**src/rtl/multi_cycle_pkg.sv**
```systemverilog
// Shared encodings for the multi-cycle RV32 control FSM: state codes, opcodes
// and the datapath mux selects driven by the controller.
package multi_cycle_pkg;

  typedef logic [2:0] state_t;

  localparam state_t ST_FETCH  = 3'd0;
  localparam state_t ST_DECODE = 3'd1;
  localparam state_t ST_EXEC   = 3'd2;
  localparam state_t ST_MEM    = 3'd3;
  localparam state_t ST_WB     = 3'd4;
  localparam state_t ST_HALT   = 3'd5;
  localparam state_t ST_ERROR  = 3'd6;

  localparam logic [6:0] OPC_LUI    = 7'b0110111;
  localparam logic [6:0] OPC_AUIPC  = 7'b0010111;
  localparam logic [6:0] OPC_JAL    = 7'b1101111;
  localparam logic [6:0] OPC_JALR   = 7'b1100111;
  localparam logic [6:0] OPC_BRANCH = 7'b1100011;
  localparam logic [6:0] OPC_LOAD   = 7'b0000011;
  localparam logic [6:0] OPC_STORE  = 7'b0100011;
  localparam logic [6:0] OPC_OPIMM  = 7'b0010011;
  localparam logic [6:0] OPC_OP     = 7'b0110011;
  localparam logic [6:0] OPC_SYSTEM = 7'b1110011;

  localparam logic PC_SRC_PC4    = 1'b0;
  localparam logic PC_SRC_ALUOUT = 1'b1;

  localparam logic ALU_A_RS1   = 1'b0;
  localparam logic ALU_A_OLDPC = 1'b1;

  localparam logic [1:0] ALU_B_RS2  = 2'd0;
  localparam logic [1:0] ALU_B_IMM  = 2'd1;
  localparam logic [1:0] ALU_B_FOUR = 2'd2;

  localparam logic [1:0] ALU_OP_ADD    = 2'd0;
  localparam logic [1:0] ALU_OP_FUNCT  = 2'd1;
  localparam logic [1:0] ALU_OP_BRANCH = 2'd2;

  localparam logic [1:0] WB_ALUOUT  = 2'd0;
  localparam logic [1:0] WB_MEMDATA = 2'd1;
  localparam logic [1:0] WB_LINK    = 2'd2;

  // Successor of DECODE; JAL skips EXEC because DECODE already formed OLD_PC+imm.
  function automatic state_t decode_next(input logic [6:0] opc);
    state_t nxt;
    case (opc)
      OPC_SYSTEM: nxt = ST_HALT;
      OPC_JAL:    nxt = ST_WB;
      OPC_LUI, OPC_AUIPC, OPC_OP, OPC_OPIMM,
      OPC_LOAD, OPC_STORE, OPC_BRANCH, OPC_JALR: nxt = ST_EXEC;
      default:    nxt = ST_ERROR;
    endcase
    return nxt;
  endfunction

  function automatic logic is_link(input logic [6:0] opc);
    return (opc == OPC_JAL) || (opc == OPC_JALR);
  endfunction

endpackage

```
**src/rtl/mem_wait_timer.sv**
```systemverilog
// Counts stalled memory-handshake cycles and flags the cycle in which the
// count would reach MEM_TIMEOUT without the request completing.
module mem_wait_timer #(
  parameter int MEM_TIMEOUT = 15
) (
  input  logic clk,
  input  logic rst_n,
  input  logic start,
  input  logic busy,
  input  logic done,
  output logic expired
);

  localparam int CW = $clog2(MEM_TIMEOUT + 1);
  localparam logic [CW-1:0] LAST = CW'(MEM_TIMEOUT - 1);

  logic [CW-1:0] cnt_q, cnt_d;

  always_comb begin
    cnt_d = cnt_q;
    if (start || done) begin
      cnt_d = '0;
    end else if (busy) begin
      cnt_d = cnt_q + CW'(1);
    end
  end

  // Expiry only on a stalled cycle, so a handshake on the last allowed cycle wins.
  assign expired = busy && !done && (cnt_q == LAST);

  always_ff @(posedge clk or negedge rst_n) begin
    if (!rst_n) begin
      cnt_q <= '0;
    end else begin
      cnt_q <= cnt_d;
    end
  end

endmodule

```
**src/rtl/multi_cycle_ctrl.sv**
```systemverilog
// Control FSM for a multi-cycle RV32I core: sequences fetch, decode, execute,
// memory and write-back, and counts retired instructions.
module multi_cycle_ctrl
  import multi_cycle_pkg::*;
#(
  parameter int MEM_TIMEOUT = 15,
  parameter int CNT_W       = 32
) (
  input  logic             clk,
  input  logic             reset,
  input  logic [6:0]       opcode,
  input  logic             bcond,
  input  logic             mem_ready,
  output logic             mem_req,
  output logic             mem_we,
  output logic             ir_write,
  output logic             pc_write,
  output logic             pc_src,
  output logic             alu_src_a,
  output logic [1:0]       alu_src_b,
  output logic [1:0]       alu_op_sel,
  output logic             reg_write,
  output logic [1:0]       wb_sel,
  output logic             is_halted,
  output logic             err,
  output logic [CNT_W-1:0] instret
);

  state_t           state_q, state_d;
  logic [CNT_W-1:0] instret_q, instret_d;

  logic       req_c, we_c, irw_c, pcw_c, pcs_c, asa_c, rw_c;
  logic [1:0] asb_c, aop_c, wbs_c;

  logic tmr_start, tmr_busy, tmr_done, tmr_expired;

  always_comb begin
    state_d = state_q;
    req_c   = 1'b0;
    we_c    = 1'b0;
    irw_c   = 1'b0;
    pcw_c   = 1'b0;
    pcs_c   = PC_SRC_PC4;
    asa_c   = ALU_A_RS1;
    asb_c   = ALU_B_RS2;
    aop_c   = ALU_OP_ADD;
    rw_c    = 1'b0;
    wbs_c   = WB_ALUOUT;
    case (state_q)
      ST_FETCH: begin
        req_c = 1'b1;
        if (mem_ready) begin
          irw_c   = 1'b1;
          state_d = ST_DECODE;
        end else if (tmr_expired) begin
          state_d = ST_ERROR;
        end
      end
      ST_DECODE: begin
        asa_c   = ALU_A_OLDPC;
        asb_c   = ALU_B_IMM;
        aop_c   = ALU_OP_ADD;
        state_d = decode_next(opcode);
      end
      ST_EXEC: begin
        case (opcode)
          OPC_OP: begin
            aop_c   = ALU_OP_FUNCT;
            asb_c   = ALU_B_RS2;
            state_d = ST_WB;
          end
          OPC_OPIMM: begin
            aop_c   = ALU_OP_FUNCT;
            asb_c   = ALU_B_IMM;
            state_d = ST_WB;
          end
          OPC_LOAD, OPC_STORE: begin
            asb_c   = ALU_B_IMM;
            state_d = ST_MEM;
          end
          OPC_JALR, OPC_LUI: begin
            asb_c   = ALU_B_IMM;
            state_d = ST_WB;
          end
          OPC_AUIPC: begin
            asa_c   = ALU_A_OLDPC;
            asb_c   = ALU_B_IMM;
            state_d = ST_WB;
          end
          OPC_BRANCH: begin
            aop_c   = ALU_OP_BRANCH;
            pcw_c   = 1'b1;
            pcs_c   = bcond;
            state_d = ST_FETCH;
          end
          default: state_d = ST_ERROR;
        endcase
      end
      ST_MEM: begin
        req_c = 1'b1;
        we_c  = (opcode == OPC_STORE);
        if (mem_ready) begin
          if (opcode == OPC_LOAD) begin
            state_d = ST_WB;
          end else if (opcode == OPC_STORE) begin
            pcw_c   = 1'b1;
            pcs_c   = PC_SRC_PC4;
            state_d = ST_FETCH;
          end else begin
            state_d = ST_ERROR;
          end
        end else if (tmr_expired) begin
          state_d = ST_ERROR;
        end
      end
      ST_WB: begin
        rw_c    = 1'b1;
        pcw_c   = 1'b1;
        state_d = ST_FETCH;
        if (is_link(opcode)) begin
          wbs_c = WB_LINK;
          pcs_c = PC_SRC_ALUOUT;
        end else if (opcode == OPC_LOAD) begin
          wbs_c = WB_MEMDATA;
        end
      end
      ST_HALT, ST_ERROR: state_d = state_q;
      default: state_d = ST_ERROR;
    endcase
  end

  // Every cycle that writes the PC retires exactly one instruction.
  always_comb begin
    instret_d = instret_q;
    if (pcw_c) begin
      instret_d = instret_q + CNT_W'(1);
    end
  end

  assign tmr_start = (state_d != state_q) &&
                     ((state_d == ST_FETCH) || (state_d == ST_MEM));
  assign tmr_busy  = req_c && !mem_ready;
  assign tmr_done  = req_c && mem_ready;

  mem_wait_timer #(
    .MEM_TIMEOUT(MEM_TIMEOUT)
  ) u_mem_wait_timer (
    .clk    (clk),
    .rst_n  (reset),
    .start  (tmr_start),
    .busy   (tmr_busy),
    .done   (tmr_done),
    .expired(tmr_expired)
  );

  always_ff @(posedge clk or negedge reset) begin
    if (!reset) begin
      state_q   <= ST_FETCH;
      instret_q <= '0;
    end else begin
      state_q   <= state_d;
      instret_q <= instret_d;
    end
  end

  // Outputs are masked while reset is held so FETCH does not issue a request early.
  assign mem_req    = reset & req_c;
  assign mem_we     = reset & we_c;
  assign ir_write   = reset & irw_c;
  assign pc_write   = reset & pcw_c;
  assign pc_src     = reset & pcs_c;
  assign alu_src_a  = reset & asa_c;
  assign alu_src_b  = reset ? asb_c : 2'd0;
  assign alu_op_sel = reset ? aop_c : 2'd0;
  assign reg_write  = reset & rw_c;
  assign wb_sel     = reset ? wbs_c : 2'd0;
  assign is_halted  = reset & (state_q == ST_HALT);
  assign err        = reset & (state_q == ST_ERROR);
  assign instret    = instret_q;

endmodule

```
**config.mk**
```make
export PLATFORM = sky130hd
export DESIGN_NAME = multi_cycle_ctrl
export DESIGN_NICKNAME = d
export VERILOG_FILES = /design/src/rtl/multi_cycle_pkg.sv /design/src/rtl/mem_wait_timer.sv /design/src/rtl/multi_cycle_ctrl.sv
export SDC_FILE = /design/constraint.sdc
export NUM_CORES = 1
export LEC_CHECK = 0
export BUFFER_PORTS_ARGS = -buffer_cell sky130_fd_sc_hd__clkbuf_2
export CAP_MARGIN = 10
export CORE_MARGIN = 3
export CORE_UTILIZATION = 46
export DETAILED_ROUTE_END_ITERATION = 8
export MAX_ROUTING_LAYER = met4
export PLACE_DENSITY_LB_ADDON = 0.25
export RECOVER_POWER = 25
export SYNTH_ARGS = -nofsm -noshare
export SYNTH_HDL_FRONTEND = slang
export SYNTH_SLANG_ARGS = --single-unit
```
**constraint.sdc**
```tcl
create_clock -name clk -period 4.86 [get_ports clk]
set_input_delay 1.215 -clock clk [delete_from_list [all_inputs] [get_ports clk]]
set_output_delay 1.215 -clock clk [all_outputs]
set_load 0.01 [all_outputs]
```
==> run metrics, run 1 <==
clock power share 40.2%; crit-path max cell delay 0.41 ns; DR vias/cell 5.58; Post-Route WL 5.25 mm; setup slack, reg-to-reg roughly 2.7 ns; cts repair resizes 0; Worst Tran Pin Value 1.69 ns; Initial DRC Count just under 100; GRT Residual Overflow 0; failing checks capacitance limit, slew limit; RSZ-0062 raised after global routing false; Inserted Clock Buffers 5; Vias 2,054; net switching power 130 uW; Clock Sinks 39; WP data arrival 2.49 ns; area grow syn2layout 17.9%; synthesized area per cell 9.63 um^2; Gate power share 5.0%; fraction of layout cells with a size suffix above 1 26.6%; Port Buffer Count 56; Pleak about 1.3 nW; Fmax 270 MHz; post-synth net total 259; setup TNS 0 ns; Final period util 76.2%; Antenna Nets Post-Route 0; cell family with most CP delay simple AND/OR/NAND/NOR gates; Starting Density 48.6%; commonest non-fill, non-tap cell in the layout clkbuf_2; vias in the first global route 1,843; Max stage delay cell, worst path a2111oi_4; Synth Register Bits 39; dpl cells 360; CTS tree built; CTS H-tree lvls 2; data required time of the worst path about 3.6 ns; cts-stage hold buffer count 0; WL/cell between 10 and 15 um; CP Cell Sequence clkbuf_2 > nand4bb_4 > a2111oi_4 > nor2_1 > nor2_1 > clkbuf_2; Final Setup Violations 0; Synth Flop Type dfrtp_1; fin crit period about 3.7 ns; Remaining DRCs 0; critical path class primary input to output pin; die height 77.6 um; critical path endpoint category output pin; die outline area ~6000 um^2; worst path bufs/invs 2; Pre-antenna DRT Iters 4; Yosys warning count 0; CTS Root Cell clkbuf_8; Post-Synthesis Cells ~250; Multi-input gate area 1320 um^2; status finished, violations left; Final Hold Vio Count 0; clk_lat worst skew 0.29 ns; Hold/Removal Path Class flip-flop to flip-flop; initial antenna violation count 0; Worst Slack Setup Final roughly 1.2 ns; Longest Clk Path Bufs 2; Power Density 213 nW/um^2; Nets 314; Reg area 976 um^2; IO Pins 58; Syn Std Cell Area 2360 um^2; n_diodes 0; Startpoint Class primary input; post-DP HPWL 3.95 mm; MaxCap Viol Count 1; Peak VDD IR roughly 190 uV; row count 25; Yosys cell types 52; part of the Yosys area used for sequential elements 41.4%; clock skew 0.00518 ns; routability cong. between 0.9 and 1; largest net degree at the start of global routing 33; pre-CTS setup slack 1.16 ns; post-CTS setup repair buffer count 0; Slew HR -12.4%; Post-synth ARST share 100%; part of the power in registers between 50 and 60%; EDFF count, synth 0; most frequent cells in the layout clkbuf_2 (55), dfrtp_1 (39), nand2_1 (23); Finished Layout Cells 368; cell-internal power 463 uW; number of fill cells in the layout 438; gr usage total 18.6%; CORE AREA 4850 um^2; crit-path max FO 6; Clk pin slew, worst setup/hold paths 0.07 ns; Die X around 78 um; first-pass GRT wire length 8.90 mm; Sw Ratio 22.0%; Slew Viols, Final 33
routing by layer:
layer  global-route usage [%]  part of all wire (%)
met1                     24.6                    45
met2                     29.4                    47
met3                     3.71                   6.9
met4                     4.80                  0.76
met5                        -                     0
final cells by class:
type                       instances  share of cell area (%)
multi-input combinational        191                    47.3
inverter                           6                   0.810
sequential                        39                    35.1
clock buffer                       8                    3.60
timing repair buffer              57                    10.2
tap                               67                    3.02
path summary, 6_finish.rpt:
check	startpoint	end	cells past startpoint
setup / recovery	opcode[2]	pc_write	6
hold / removal	instret[31]$_DFFE_PN0P_	instret[31]$_DFFE_PN0P_	1
setup reg to reg	state_q[0]$_DFF_PN0_	instret[13]$_DFFE_PN0P_	5
hold reg to reg	instret[31]$_DFFE_PN0P_	instret[31]$_DFFE_PN0P_	1
max in group asynchronous	reset	instret[23]$_DFFE_PN0P_	2
min in group asynchronous	reset	u_mem_wait_timer.cnt_q[2]$_DFFE_PN0P_	1
power by group through the flow:
stage,Clock (mW),Sequential (mW),Combinational [mW]
final,0.238,0.325,0.0298
after global routing,0.262,0.325,0.0335
after CTS,0.245,0.325,0.0308
after detailed placement,0,0.332,0.0307
after global placement,0,0.331,0.0306
after floorplan,0,0.332,0.0153
cell usage after synthesis (all sizes together) (5+ instances only):
| cell type | number | share of area (%) |
|---|---|---|
| nand2 | 23 | 3.7 |
| dfrtp | 39 | 41 |
| xnor2 | 21 | 8.1 |
| nor3 | 16 | 4.5 |
| o21ai | 6 | 1.4 |
| a21oi | 7 | 1.6 |
| buf | 7 | 1.6 |
| nand4 | 8 | 2.4 |
| xor2 | 10 | 3.7 |
| and3 | 8 | 2.1 |
| inv | 6 | 0.95 |
| nand3 | 21 | 4.5 |
| nor2 | 16 | 2.5 |
| nand2b | 5 | 1.3 |
logic make-up after synthesis:
kind of cell / count (synthesis) / share of synthesized area (%)
compound gates: 37 / 12.2
xor+xnor: 31 / 11.8
fa+ha+maj: 3 / 1.59
buf+inv: 15 / 2.86
flops: 39 / 41.4
mux: 1 / 0.477
other cells: 1 / 0.159
simple gates: 118 / 29.5
flip-flops by register name, summed over array words and instances (netlist names):
| register | flops |
|---|---|
| instret | 32 |
| state_q | 3 |
| u_mem_wait_timer.cnt_q | 4 |
stage by stage:
step / util [%] / hold WS [ns] / area, um^2 / power [mW]
global placement: 55.4 / 0.459 / 2690 / 0.362
CTS: 57.4 / 0.488 / 2790 / 0.601
finish: 57.3 / 0.482 / 2780 / 0.593
detailed placement: 55.4 / 0.474 / 2690 / 0.362
floorplan: - / 0.504 / 2360 / 0.347
global route: 57.3 / 0.515 / 2780 / 0.620
worst reg2reg max path: stages (launching register included):
cell	delay, ns
dfrtp_1	0.53
nand2b_1	0.27
a2111oi_4	0.47
o21ai_2	0.20
or4_4	0.47
xnor2_2	0.14
Note: power is estimated with default switching activity, not from simulation.
==> inputs of run 2 (changes only) <==
--- a/config.mk
+++ b/config.mk
@@ -5,6 +5,7 @@
 export SDC_FILE = /design/constraint.sdc
 export NUM_CORES = 1
 export LEC_CHECK = 0
+export ABC_AREA = 1
 export BUFFER_PORTS_ARGS = -buffer_cell sky130_fd_sc_hd__clkbuf_2
 export CAP_MARGIN = 10
 export CORE_MARGIN = 3
==> constraint.sdc (replaced) <==
create_clock -name clk -period 3.5 [get_ports clk]
set_input_delay 0.875 -clock clk [delete_from_list [all_inputs] [get_ports clk]]
set_output_delay 0.875 -clock clk [all_outputs]
set_load 0.01 [all_outputs]
==> run metrics, run 2 <==
status finished, violations left; failing checks capacitance limit, slew limit; r2r endpoint instret[20]$_DFFE_PN0P_; final core utilization 57.5%; R2R depth 9; largest net degree at the start of global routing 40; setup slack, reg-to-reg 1.56 ns; Sw Ratio 41.4%; RSZ-0062 raised after global routing false; net switching power 624 uW; Adder-Cell Fraction of Synth Area under 10%; Pleak 1.55 nW; WL/cell 12.4 um; Yosys cell types 31; synthesized area per cell 7.40 um^2; vias in the first global route 2,248; Final Setup Violations 0; Die X about 81 um; Slew Viols, Final 40; hold endpoint instret[31]$_DFFE_PN0P_; cell-internal power 881 uW; most frequent cells in the layout nand2_1 (83), nor2_1 (59), clkbuf_2 (55); Nets 421; Inserted Clock Buffers 5; Starting Density 48.9%; DR vias/cell 5.05; clk_lat worst skew around 0.29 ns; Multi-input gate area 1400 um^2; critical path endpoint category output pin; row count 26; Post-synth ARST share 100%; die height 80.6 um; Synth top area share around two fifths; part of the Yosys area used for sequential elements a little under two fifths; post-synth net total 360; most numerous cell in the Yosys netlist nand2_1; post-CTS setup repair buffer count 0; CORE AREA 5240 um^2; crit-path max FO 17; critical path class primary input to output pin; Synth area leader dfrtp_1; clock power share between 20% and 30%; part of the power in registers 39.5%; number of fill cells in the layout slightly above 500; Post-Route WL 5.95 mm; setup TNS 0 ns; cts-stage hold buffer count 0; CTS Root Cell clkbuf_8; Synth Register Bits 39; Tot Pwr 1.50 mW; data required time of the worst path 2.62 ns; CTS H-tree lvls 2; Worst R2R Start instret[0]$_DFFE_PN0P_; Final Hold Vio Count 0; post-DP HPWL about 4.6 mm; Initial DRC Count around 110; largest family of logic cells by synthesized area simple AND/OR/NAND/NOR gates; Syn Std Cell Area 2560 um^2; Reg area 976 um^2; Clk pin slew, worst setup/hold paths 0.07 ns; CTS tree built; Peak VDD IR 460 uV; IO Pins 58; Slew HR -38.6%; Fmax 332 MHz; mux share of post-synthesis cell area 0%; Final period util 86.2%; WP data arrival 2.14 ns; routability cong. 0.865; Hold/Removal Path Class flip-flop to flip-flop; n_diodes 0; GRT Residual Overflow 0; Gate power share roughly two fifths; XOR/XNOR share of the synthesized area 11.6%; most area-consuming cells after synthesis dfrtp_1 (38%), nand2_1 (12%), nor2_1 (8.7%), xor2_1 (6.8%), nand3_1 (5.7%); hold_sp instret[31]$_DFFE_PN0P_; Yosys warning count 0; EDFF count, synth 0; Synth Flop Type dfrtp_1; Vias approximately 2,400; die outline area 6490 um^2; commonest non-fill, non-tap cell in the layout nand2_1; fin crit period 3.02 ns; Clock Sinks 39; Remaining DRCs 0; Pre-antenna DRT Iters 5; clock skew 0.00361 ns; Post-Synthesis Cells 346; area grow syn2layout 17.7%; Startpoint Class primary input; simple logic cell fraction of the synthesized area between 30% and 40%; initial antenna violation count 0; Compound-Gate Fraction of Synth Area 2.64%; Antenna Nets Post-Route 0; Power Density between 400 and 500 nW/um^2; Post-synth top cells nand2_1 (83), nor2_1 (59), dfrtp_1 (39), inv_1 (34), nand3_1 (29); Worst Tran Pin Value 2.08 ns; gr usage total between 20% and 30%; fraction of layout cells with a size suffix above 1 21.6%; Port Buffer Count 56; hold path cells 1; Longest Clk Path Bufs 2; first-pass GRT wire length 10.0 mm; MaxCap Viol Count 1; max FFs per register 32; cts repair resizes 0
==> run 2: power by group through the flow <==
stage,combinational [mW],clock (mW),sequential [mW]
4_1_cts,0.579,0.339,0.593
6_report,0.578,0.331,0.595
3_5_place_dp,0.576,0,0.600
2_1_floorplan,0.418,0,0.602
5_1_grt,0.652,0.358,0.604
3_3_place_gp,0.568,0,0.600
==> run 2: cell families after synthesis <==
group,Yosys count
XOR/XNOR,34
AO/OA/AOI/OAI,13
AND/OR/NAND/NOR,211
adder cells (fa/ha/maj),3
other,1
buffers and inverters,45
flip-flops,39
==> run 2: final cells by class <==
cell class	count	area share, %
Multi-Input combinational cell	262	46.6
Sequential cell	39	32.4
Timing Repair Buffer	57	9.39
Inverter	42	5.32
Clock buffer	8	3.33
Tap cell	70	2.91
==> run 2: worst max path at each step <==
stage / slack, ns / cells past startpoint / to / start
after floorplan: 0.78 / 7 / pc_src / opcode[1]
after global placement: 0.51 / 9 / pc_write / opcode[2]
after detailed placement: 0.50 / 9 / pc_write / opcode[2]
after CTS: 0.48 / 9 / pc_write / opcode[2]
after global routing: 0.34 / 9 / pc_write / opcode[3]
final: 0.48 / 9 / pc_write / opcode[2]
==> run 2: per-layer routing <==
layer	GRT usage, %	wire length (um)
met1	26.5	2790
met2	32.2	2820
met3	3.36	295
met4	5.07	42
met5	-	0
==> run 2: critical path, stage by stage <==
cell      delay (ns)
clkbuf_2        0.12
inv_2           0.05
nand2_1         0.05
nor2_2          0.21
nand4_1         0.27
nand2_8         0.23
inv_4           0.09
nor2_1          0.09
clkbuf_2        0.14
==> run 2: per-stage QoR <==
step	worst slack [ns]	hold WS, ns	area, um^2	instances
3_5_place_dp	0.501	0.469	2920	470
2_1_floorplan	0.780	0.507	2560	346
6_report	0.484	0.473	3010	478
4_1_cts	0.484	0.479	3020	478
5_1_grt	0.340	0.532	3010	478
3_3_place_gp	0.514	0.463	2920	470
